$ cat src/rtl/pistormx_pkg.sv
// Shared definitions for the Pistorm A600 bus master: E clock phase constants
// and the VPA/VMA peripheral-cycle state encoding.
package pistormx_pkg;

    // E clock shape, counted in M68K_CLK cycles. The bus master uses these to
    // check that S4 lines up with the E phase.
    localparam int unsigned ECLK_E_LOW     = 6;
    localparam int unsigned ECLK_E_HIGH    = 4;
    localparam int unsigned ECLK_SYNC_LOAD = 8;
    localparam int unsigned ECLK_VMA_CNT   = 3;
    localparam int unsigned ECLK_DONE_CNT  = 8;
    localparam int unsigned ECLK_PHASE_W   = 4;

    typedef enum logic [2:0] {
        ST_IDLE = 3'd0,
        ST_ARM  = 3'd1,
        ST_VMA  = 3'd2,
        ST_DONE = 3'd3,
        ST_HOLD = 3'd4
    } vpa_state_t;

    // Advance an E phase count, wrapping after the last phase of the period.
    function automatic logic [ECLK_PHASE_W-1:0] phase_inc(
        input logic [ECLK_PHASE_W-1:0] ph,
        input logic [ECLK_PHASE_W-1:0] last_ph
    );
        return (ph == last_ph) ? '0 : ph + 4'd1;
    endfunction

endpackage

$ cat src/rtl/e_phase_tracker.sv
// E clock phase counter: free-runs over one E period, generates E locally
// or re-aligns to the host E rising edge when tracking.
module e_phase_tracker
    import pistormx_pkg::*;
#(
    parameter int unsigned E_LOW     = ECLK_E_LOW,
    parameter int unsigned E_HIGH    = ECLK_E_HIGH,
    parameter int unsigned SYNC_LOAD = ECLK_SYNC_LOAD
)(
    input  logic                    M68K_CLK,
    input  logic                    M68K_RESET_n,
    input  logic                    e_gen_en,
    input  logic                    e_in,
    output logic                    e_out,
    output logic                    e_locked,
    output logic [ECLK_PHASE_W-1:0] e_phase
);

    localparam logic [ECLK_PHASE_W-1:0] LAST_PH  = ECLK_PHASE_W'(E_LOW + E_HIGH - 1);
    localparam logic [ECLK_PHASE_W-1:0] E_LOW_PH = ECLK_PHASE_W'(E_LOW);
    localparam logic [ECLK_PHASE_W-1:0] LOAD_PH  = ECLK_PHASE_W'(SYNC_LOAD);

    logic [ECLK_PHASE_W-1:0] cnt_q, cnt_d;
    logic [1:0]              sync_q, sync_d;
    logic                    e_out_q, e_out_d;
    logic                    locked_q, locked_d;
    logic                    gen_en_q;
    logic                    e_rise;
    logic                    gen_changed;

    // Next-state logic: count, resync on host E rise, lock tracking, E level.
    always_comb begin
        // Stage 0 captures the pin; stage 1 is its history for edge detection.
        // SYNC_LOAD already accounts for this capture latency.
        sync_d      = {sync_q[0], e_in};
        e_rise      = sync_q[0] & ~sync_q[1];
        gen_changed = e_gen_en ^ gen_en_q;

        cnt_d = phase_inc(cnt_q, LAST_PH);
        if (!e_gen_en && e_rise) begin
            cnt_d = LOAD_PH;
        end

        locked_d = locked_q;
        if (e_gen_en) begin
            locked_d = 1'b1;
        end else if (gen_changed) begin
            locked_d = 1'b0;
        end else if (e_rise) begin
            locked_d = 1'b1;
        end

        // Registered from the next count so E switches together with the phase.
        e_out_d = e_gen_en & (cnt_d >= E_LOW_PH);
    end

    // State registers; sync stages reset high so a high E pin after reset
    // is not mistaken for a rising edge.
    always_ff @(posedge M68K_CLK) begin
        if (!M68K_RESET_n) begin
            cnt_q    <= '0;
            sync_q   <= 2'b11;
            e_out_q  <= 1'b0;
            locked_q <= e_gen_en;
            gen_en_q <= e_gen_en;
        end else begin
            cnt_q    <= cnt_d;
            sync_q   <= sync_d;
            e_out_q  <= e_out_d;
            locked_q <= locked_d;
            gen_en_q <= e_gen_en;
        end
    end

    assign e_out    = e_out_q;
    assign e_locked = locked_q;
    assign e_phase  = cnt_q;

endmodule

$ cat src/rtl/m68k_eclock_vpa.sv
// E clock source/tracker plus 6800-style VPA/VMA cycle sequencer. A VPA
// cycle held in S3 gets a VMA window aligned to E and a one-clock
// completion pulse that stands in for DTACK.
module m68k_eclock_vpa
    import pistormx_pkg::*;
#(
    parameter int unsigned E_LOW     = ECLK_E_LOW,
    parameter int unsigned E_HIGH    = ECLK_E_HIGH,
    parameter int unsigned SYNC_LOAD = ECLK_SYNC_LOAD,
    parameter int unsigned VMA_CNT   = ECLK_VMA_CNT,
    parameter int unsigned DONE_CNT  = ECLK_DONE_CNT
)(
    input  logic                    M68K_CLK,
    input  logic                    M68K_RESET_n,
    input  logic                    e_gen_en,
    input  logic                    e_in,
    output logic                    e_out,
    output logic                    e_oe,
    output logic                    e_locked,
    output logic [ECLK_PHASE_W-1:0] e_phase,
    input  logic                    cyc_active,
    input  logic                    vpa_n,
    output logic                    vma_n,
    output logic                    vpa_done
);

    // Transitions fire one phase early so VMA/DONE are entered exactly at
    // VMA_CNT/DONE_CNT.
    localparam logic [ECLK_PHASE_W-1:0] VMA_PRE_PH  = ECLK_PHASE_W'(VMA_CNT - 1);
    localparam logic [ECLK_PHASE_W-1:0] DONE_PRE_PH = ECLK_PHASE_W'(DONE_CNT - 1);

    vpa_state_t state_q, state_d;
    logic       vma_n_q, vma_n_d;
    logic       vpa_done_q, vpa_done_d;

    e_phase_tracker #(
        .E_LOW     (E_LOW),
        .E_HIGH    (E_HIGH),
        .SYNC_LOAD (SYNC_LOAD)
    ) u_tracker (
        .M68K_CLK     (M68K_CLK),
        .M68K_RESET_n (M68K_RESET_n),
        .e_gen_en     (e_gen_en),
        .e_in         (e_in),
        .e_out        (e_out),
        .e_locked     (e_locked),
        .e_phase      (e_phase)
    );

    // Next state and registered-output decode for the VPA sequencer.
    always_comb begin
        state_d = state_q;
        case (state_q)
            ST_IDLE: begin
                if (cyc_active && !vpa_n && e_locked) begin
                    state_d = ST_ARM;
                end
            end
            // Late VPA simply waits here for the next E period.
            ST_ARM: begin
                if (!cyc_active) begin
                    state_d = ST_IDLE;
                end else if (e_phase == VMA_PRE_PH) begin
                    state_d = ST_VMA;
                end
            end
            // VPA negation is ignored once armed; only an aborted bus cycle
            // stops the sequence.
            ST_VMA: begin
                if (!cyc_active) begin
                    state_d = ST_IDLE;
                end else if (e_phase == DONE_PRE_PH) begin
                    state_d = ST_DONE;
                end
            end
            ST_DONE: begin
                state_d = cyc_active ? ST_HOLD : ST_IDLE;
            end
            ST_HOLD: begin
                if (!cyc_active) begin
                    state_d = ST_IDLE;
                end
            end
            default: state_d = ST_IDLE;
        endcase

        vma_n_d    = !((state_d == ST_VMA) || (state_d == ST_DONE) || (state_d == ST_HOLD));
        vpa_done_d = (state_d == ST_DONE);
    end

    // Sequencer state and output registers.
    always_ff @(posedge M68K_CLK) begin
        if (!M68K_RESET_n) begin
            state_q    <= ST_IDLE;
            vma_n_q    <= 1'b1;
            vpa_done_q <= 1'b0;
        end else begin
            state_q    <= state_d;
            vma_n_q    <= vma_n_d;
            vpa_done_q <= vpa_done_d;
        end
    end

    assign e_oe     = e_gen_en;
    assign vma_n    = vma_n_q;
    assign vpa_done = vpa_done_q;

endmodule

$ cat config.mk
export PLATFORM = sky130hd
export DESIGN_NAME = m68k_eclock_vpa
export DESIGN_NICKNAME = d
export VERILOG_FILES = /design/src/rtl/pistormx_pkg.sv /design/src/rtl/e_phase_tracker.sv /design/src/rtl/m68k_eclock_vpa.sv
export SDC_FILE = /design/constraint.sdc
export NUM_CORES = 1
export LEC_CHECK = 0
export BUFFER_PORTS_ARGS = -buffer_cell sky130_fd_sc_hd__buf_2
export CELL_PAD_IN_SITES_DETAIL_PLACEMENT = 0
export CELL_PAD_IN_SITES_GLOBAL_PLACEMENT = 1
export CORE_MARGIN = 1
export CORE_UTILIZATION = 25
export DETAILED_ROUTE_END_ITERATION = 8
export PLACE_DENSITY = 0.51
export SLEW_MARGIN = 0
export SYNTH_ARGS = -nofsm -noshare
export SYNTH_HDL_FRONTEND = slang
export SYNTH_HIERARCHICAL = 1
export SYNTH_SLANG_ARGS = --single-unit
$ cat constraint.sdc
create_clock -name M68K_CLK -period 1.2 [get_ports M68K_CLK]
set_input_delay 0.06 -clock M68K_CLK [delete_from_list [all_inputs] [get_ports M68K_CLK]]
set_output_delay 0.06 -clock M68K_CLK [all_outputs]
set_load 0.1 [all_outputs]
# After elaboration in Yosys (flattened, before gate mapping)
# Cells that the tools add are included.
[word_totals] memories=0 word_cells=48 mem_bits_ro=0 inputBits=6 mem_bits_rw=0 latchBits=0 regBits=14
[op_classes] magnitude_cmp=1 reduce_logical=9 div=0 n_mux=14 addsub=1 shifts=0 eq_ne=11 n_mul=0 n_bitwise=4
[ops] operator="$mux W3" count=7
[ops] operator="$pmux W3 S5" count=1
[ops] operator="$eq A3 B2 Y1 const B" count=4
[ops] operator="$mux W4" count=2
[ops] operator="$eq A3 B3 Y1 const B" count=2
[ops] operator="$add A4 B1 Y4 const B" count=1
[ops] operator="$eq A4 B2 Y1 const B" count=1
[ops] operator="$eq A4 B3 Y1 const B" count=1
[ops] operator="$eq A4 B4 Y1 const B" count=1
[ops] operator="$ge A4 B3 Y1 const B" count=1
[ops] operator="$mux W1" count=4
[ops] operator="$ne A4 B1 Y1 const B" count=1
[ops] operator="$eq A3 B1 Y1 const B" count=1
[ops] operator="$logic_and A1 B1 Y1" count=3
[ops] operator="$logic_not A1 Y1" count=3
[ops] operator="$logic_not A3 Y1" count=1
[ops] operator="$and A1 B1 Y1" count=2
[ops] operator="$logic_or A1 B1 Y1" count=2
[ops] operator="$not A1 Y1" count=1
[ops] operator="$xor A1 B1 Y1" count=1

# Longest topological paths before layout
[logic_depth] ltp_word=9 ltp_mapped=5

# Modules after synthesis
# Netlist, hierarchy kept.
[modules_own_cells] module="e_phase_tracker" instances=1 cells_each=35 area_per_inst_um2=376.6 seq_area_each_um2=190.2
[modules_own_cells] module="m68k_eclock_vpa" instances=1 cells_each=26 area_per_inst_um2=235.2 seq_area_each_um2=100.1

# Worst setup path after synthesis
# No wires, ideal clock.
[synth_path] path_kind="reg-to-reg" start="register u_tracker.cnt_q[1] (netlist: u_tracker/e_phase[1])" end="register u_tracker.e_out_q (netlist: u_tracker/e_out)" slack_ns=-0.774 path_stages_with_launch=5 arrival_time_ns=1.886 setup_ns=0.088 path_buffers=0 t_required_ns=1.112 period_less_slack_ns=1.974 cell_sequence="dfxtp_1 > inv_1 > ha_1 > or3b_4 > a311oi_2"
[synth_between] elab_chain_len=5 word_cells_on_any_way=6
[synth_lines] item="start, declared" line_no="e_phase_tracker.sv:23" text="logic [ECLK_PHASE_W-1:0] cnt_q, cnt_d;"
[synth_lines] item="start signal, assigned" line_no="e_phase_tracker.sv:67" text="cnt_q <= cnt_d;"
[synth_lines] item="$add A4 B1 Y4 / $eq A4 B4 Y1 (equally long branches)" line_no="pistormx_pkg.sv:27" text="return (ph == last_ph) ? '0 : ph + 4'd1;"
[synth_lines] item="$mux W4 *" line_no="pistormx_pkg.sv:27"
[synth_lines] item="$mux W4 *" line_no="e_phase_tracker.sv:40" text="if (!e_gen_en && e_rise) begin"
[synth_lines] item="$ge A4 B3 Y1 *" line_no="e_phase_tracker.sv:54" text="e_out_d = e_gen_en & (cnt_d >= E_LOW_PH);"
[synth_lines] item="$and A1 B1 Y1 *" line_no="e_phase_tracker.sv:54"
[synth_lines] item="end signal, assigned" line_no="e_phase_tracker.sv:69" text="e_out_q <= e_out_d;"
[synth_lines] item="end, declared" line_no="e_phase_tracker.sv:25" text="logic e_out_q, e_out_d;"
# Every way passes the cells marked *; elsewhere a longest branch is shown, timed or not.
# A chain may end at the register's enable or synchronous reset.

# Worst setup path in the final report
# Same ends and word-level chain as after synthesis.

==> reports/metrics.yaml <==
synth.area.top_cells: "dfxtp_1, ha_1, edfxtp_1, nor2_1, nand2b_1"
avgSynthCellArea_um2: 10.0
synth-seq-cells: 14
pwr_density_cell_nw_per_um2: 1320
p_clk_share_pct: 30.3
clk_pin_slew_ns: 0.09
drtAntennaViolNets: 0
status: "finished with violations"
cts_buffers: 3
h-tree-depth: 1
clk_latency_ns: 0.29
required_ns: 1.41
multi_input_area_um2: 320
syn-num-nets: 70
setup_slack_ns: -0.0266
dieArea_um2: 2650
drt-pass1-iter-count: 4
async_flop_share_pct: 0
power_frac_comb_pct: 24.4
final_core_utilization_pct: 38.1
path_cells: "inv_2 -> ha_2 -> or3b_4 -> a311oi_2"
p_seq_share_pct: 45.3
grt_max_degree: 9
violations: "negative setup slack"
postLayoutCellArea_um2: 860
hold_path_class: "input port to flip-flop"
nets: 92
cts.sinks: 14
grt_overflow: 0
min_period_ns: 1.23
r2r_cells: 4
max_cap_viol_count: 0
root_buffer: "clkbuf_4"
yosysWarnings: 6
timing.setup.tns_ns: -0.0266
crit_slowest_cell: "dfxtp_4"
port-buffer-count: 14
io_pins: 15
area.sequential_um2: 303
timing.fmax_mhz: 815
area_growth_pct: 40.5
wirelength_um: 1170
drtIter0Drc: 7
critPathKind: "flip-flop to flip-flop"
synth_edf_count: 1
grt_usage_pct: 10.9
max_stage_delay_ns: 0.37
wl_per_cell_um: 10.7
gp_congestion: 0.748
nFillCells: 238
p_int_mw: 0.775
drc: 0
rsz0062_at_grt: "true"
drv_slew: 0
place_hpwl_um: 904
timing.final.crit_share_pct: 102
final.setup_skew_ns: 0.00540
synth_area_leader_cell: "dfxtp_1"
final-setup-viol-count: 1
ys_seq_area_share_pct: 47.4
grt_first_pass_wirelength_um: 1970
p_leak_nw: 0.346
critPathMaxFanout: 4
switchingPower_mw: 0.356
drive_gt1_share_pct: 40.2
yosysMostFrequentCell: "dfxtp_1"
synth_top_flop_cell: "dfxtp_1"
row_count: 17
cts_buffer_depth: 2
holdPathStages: 2
start_util_pct: 27.1
die_x_um: 51.5
synth_top_area_share_pct: 42.5
cts_tree: "built"
post_cts_buffers: 0
via_per_inst: 4.75
crit_arrival_ns: 1.44
diodes: 0
swShare_pct: 31.5
vias: 523
syn_inst: 61
antenna_found_initial: 0
core_area_um2: 2250
tightestPinTransition_ns: 0.486
synth_cell_types: 30
synth.cells.most_frequent: "dfxtp_1, nor2_1, inv_1"
placed_area_um2: 793
final_hold_viol_count: 0
startpoint_type: "flip-flop"
endpoint_kind: "flip-flop"
slew_headroom_pct: 67.8
ir_worst_vdd_v: 0.000600
grt_pass1_vias: 466
syn-cell-area_um2: 612
die_h_um: 51.5
power groups by stage:
stage | Combinational, mW | Clock (mW) | Sequential (mW)
after floorplan | 0.0814 | 0 | 0.626
after global placement | 0.271 | 0 | 0.523
after detailed placement | 0.271 | 0 | 0.523
after CTS | 0.276 | 0.358 | 0.512
after global routing | 0.292 | 0.380 | 0.517
final | 0.276 | 0.343 | 0.512
through the flow:
step / power [mW] / worst slack, ns / instances / hold WS (ns)
after floorplan: 0.708 / -0.450 / 61 / 0.0877
after global placement: 0.794 / -0.0129 / 104 / 0.225
after detailed placement: 0.795 / -0.0229 / 104 / 0.223
after CTS: 1.15 / -0.0391 / 110 / 0.00549
after global routing: 1.19 / -0.0730 / 110 / 0.0321
final: 1.13 / -0.0266 / 110 / 0.0111
worst max-delay path: cells and delay by family (launching register included):
kind / cells / cell delay, ns
flops: 1 / 0.37
simple gates: 1 / 0.37
compound gates: 1 / 0.22
fa+ha+maj: 1 / 0.16
buf+inv: 1 / 0.03
state kept, by name, summed over array words and instances, names as in the netlist:
register            cells
state_q                 3
u_tracker/e_locked      1
u_tracker/e_out         1
u_tracker/e_phase       4
u_tracker/gen_en_q      1
u_tracker/sync_q        2
vma_n                   1
vpa_done                1
final cells by class:
cell class / count / area share (%)
multi-input combinational: 42 / 37.3
sequential: 14 / 35.2
timing repair buffer: 18 / 17.5
clock buffer: 4 / 4.22
tap: 28 / 4.08
inverter: 4 / 1.75
placed cells by master (no fill, tap or decap), types with 2 or more instances in the layout:
cell | synthesis | routed
buf_2 | 0 | 11
dfxtp_1 | 13 | 9
nor2_1 | 6 | 6
nand2_1 | 3 | 3
nand2b_1 | 3 | 3
clkbuf_4 | 0 | 3
buf_12 | 0 | 3
inv_1 | 4 | 3
dfxtp_4 | 0 | 3
nand3b_1 | 2 | 2
a21oi_1 | 2 | 2
o21bai_1 | 2 | 2
nand3_1 | 2 | 2
nor2b_1 | 2 | 2
dlygate4sd3_1 | 0 | 2
buf_4 | 1 | 2
ha_2 | 0 | 2
per-layer routing:
metal	GRT usage (%)	vias to the layer above	routed length [um]
li1	-	261	-
met4	6.76	0	25
met1	11.8	246	526
met2	16.7	12	552
met3	5.65	4	69
met5	0	-	0
path summary, 6_finish.rpt:
path                        startpoint                   to  slack (ns)
setup / recovery  u_tracker/e_phase[1]      u_tracker/e_out       -0.03
hold / removal            M68K_RESET_n  u_tracker/sync_q[1]        0.01
setup reg to reg  u_tracker/e_phase[1]      u_tracker/e_out       -0.03
hold reg to reg    u_tracker/sync_q[0]  u_tracker/sync_q[1]        0.46
kinds of logic after synthesis:
family,Yosys count,share of synthesized area [%]
AOI/OAI and AO/OA,12,15.1
xor gates and xnor gates,1,1.43
adders and majority gates,3,6.14
buffers and inverters,5,3.68
DFF,14,47.4
and+or+nand+nor,26,26.2
repair_timing:
action	in CTS	in global routing
hold buffers	2	0
gates resized for setup	0	2
pin swaps	1	1
setup endpoints to repair	1	2
hold endpoints to repair	2	0
(Power assumes the default switching activity.)
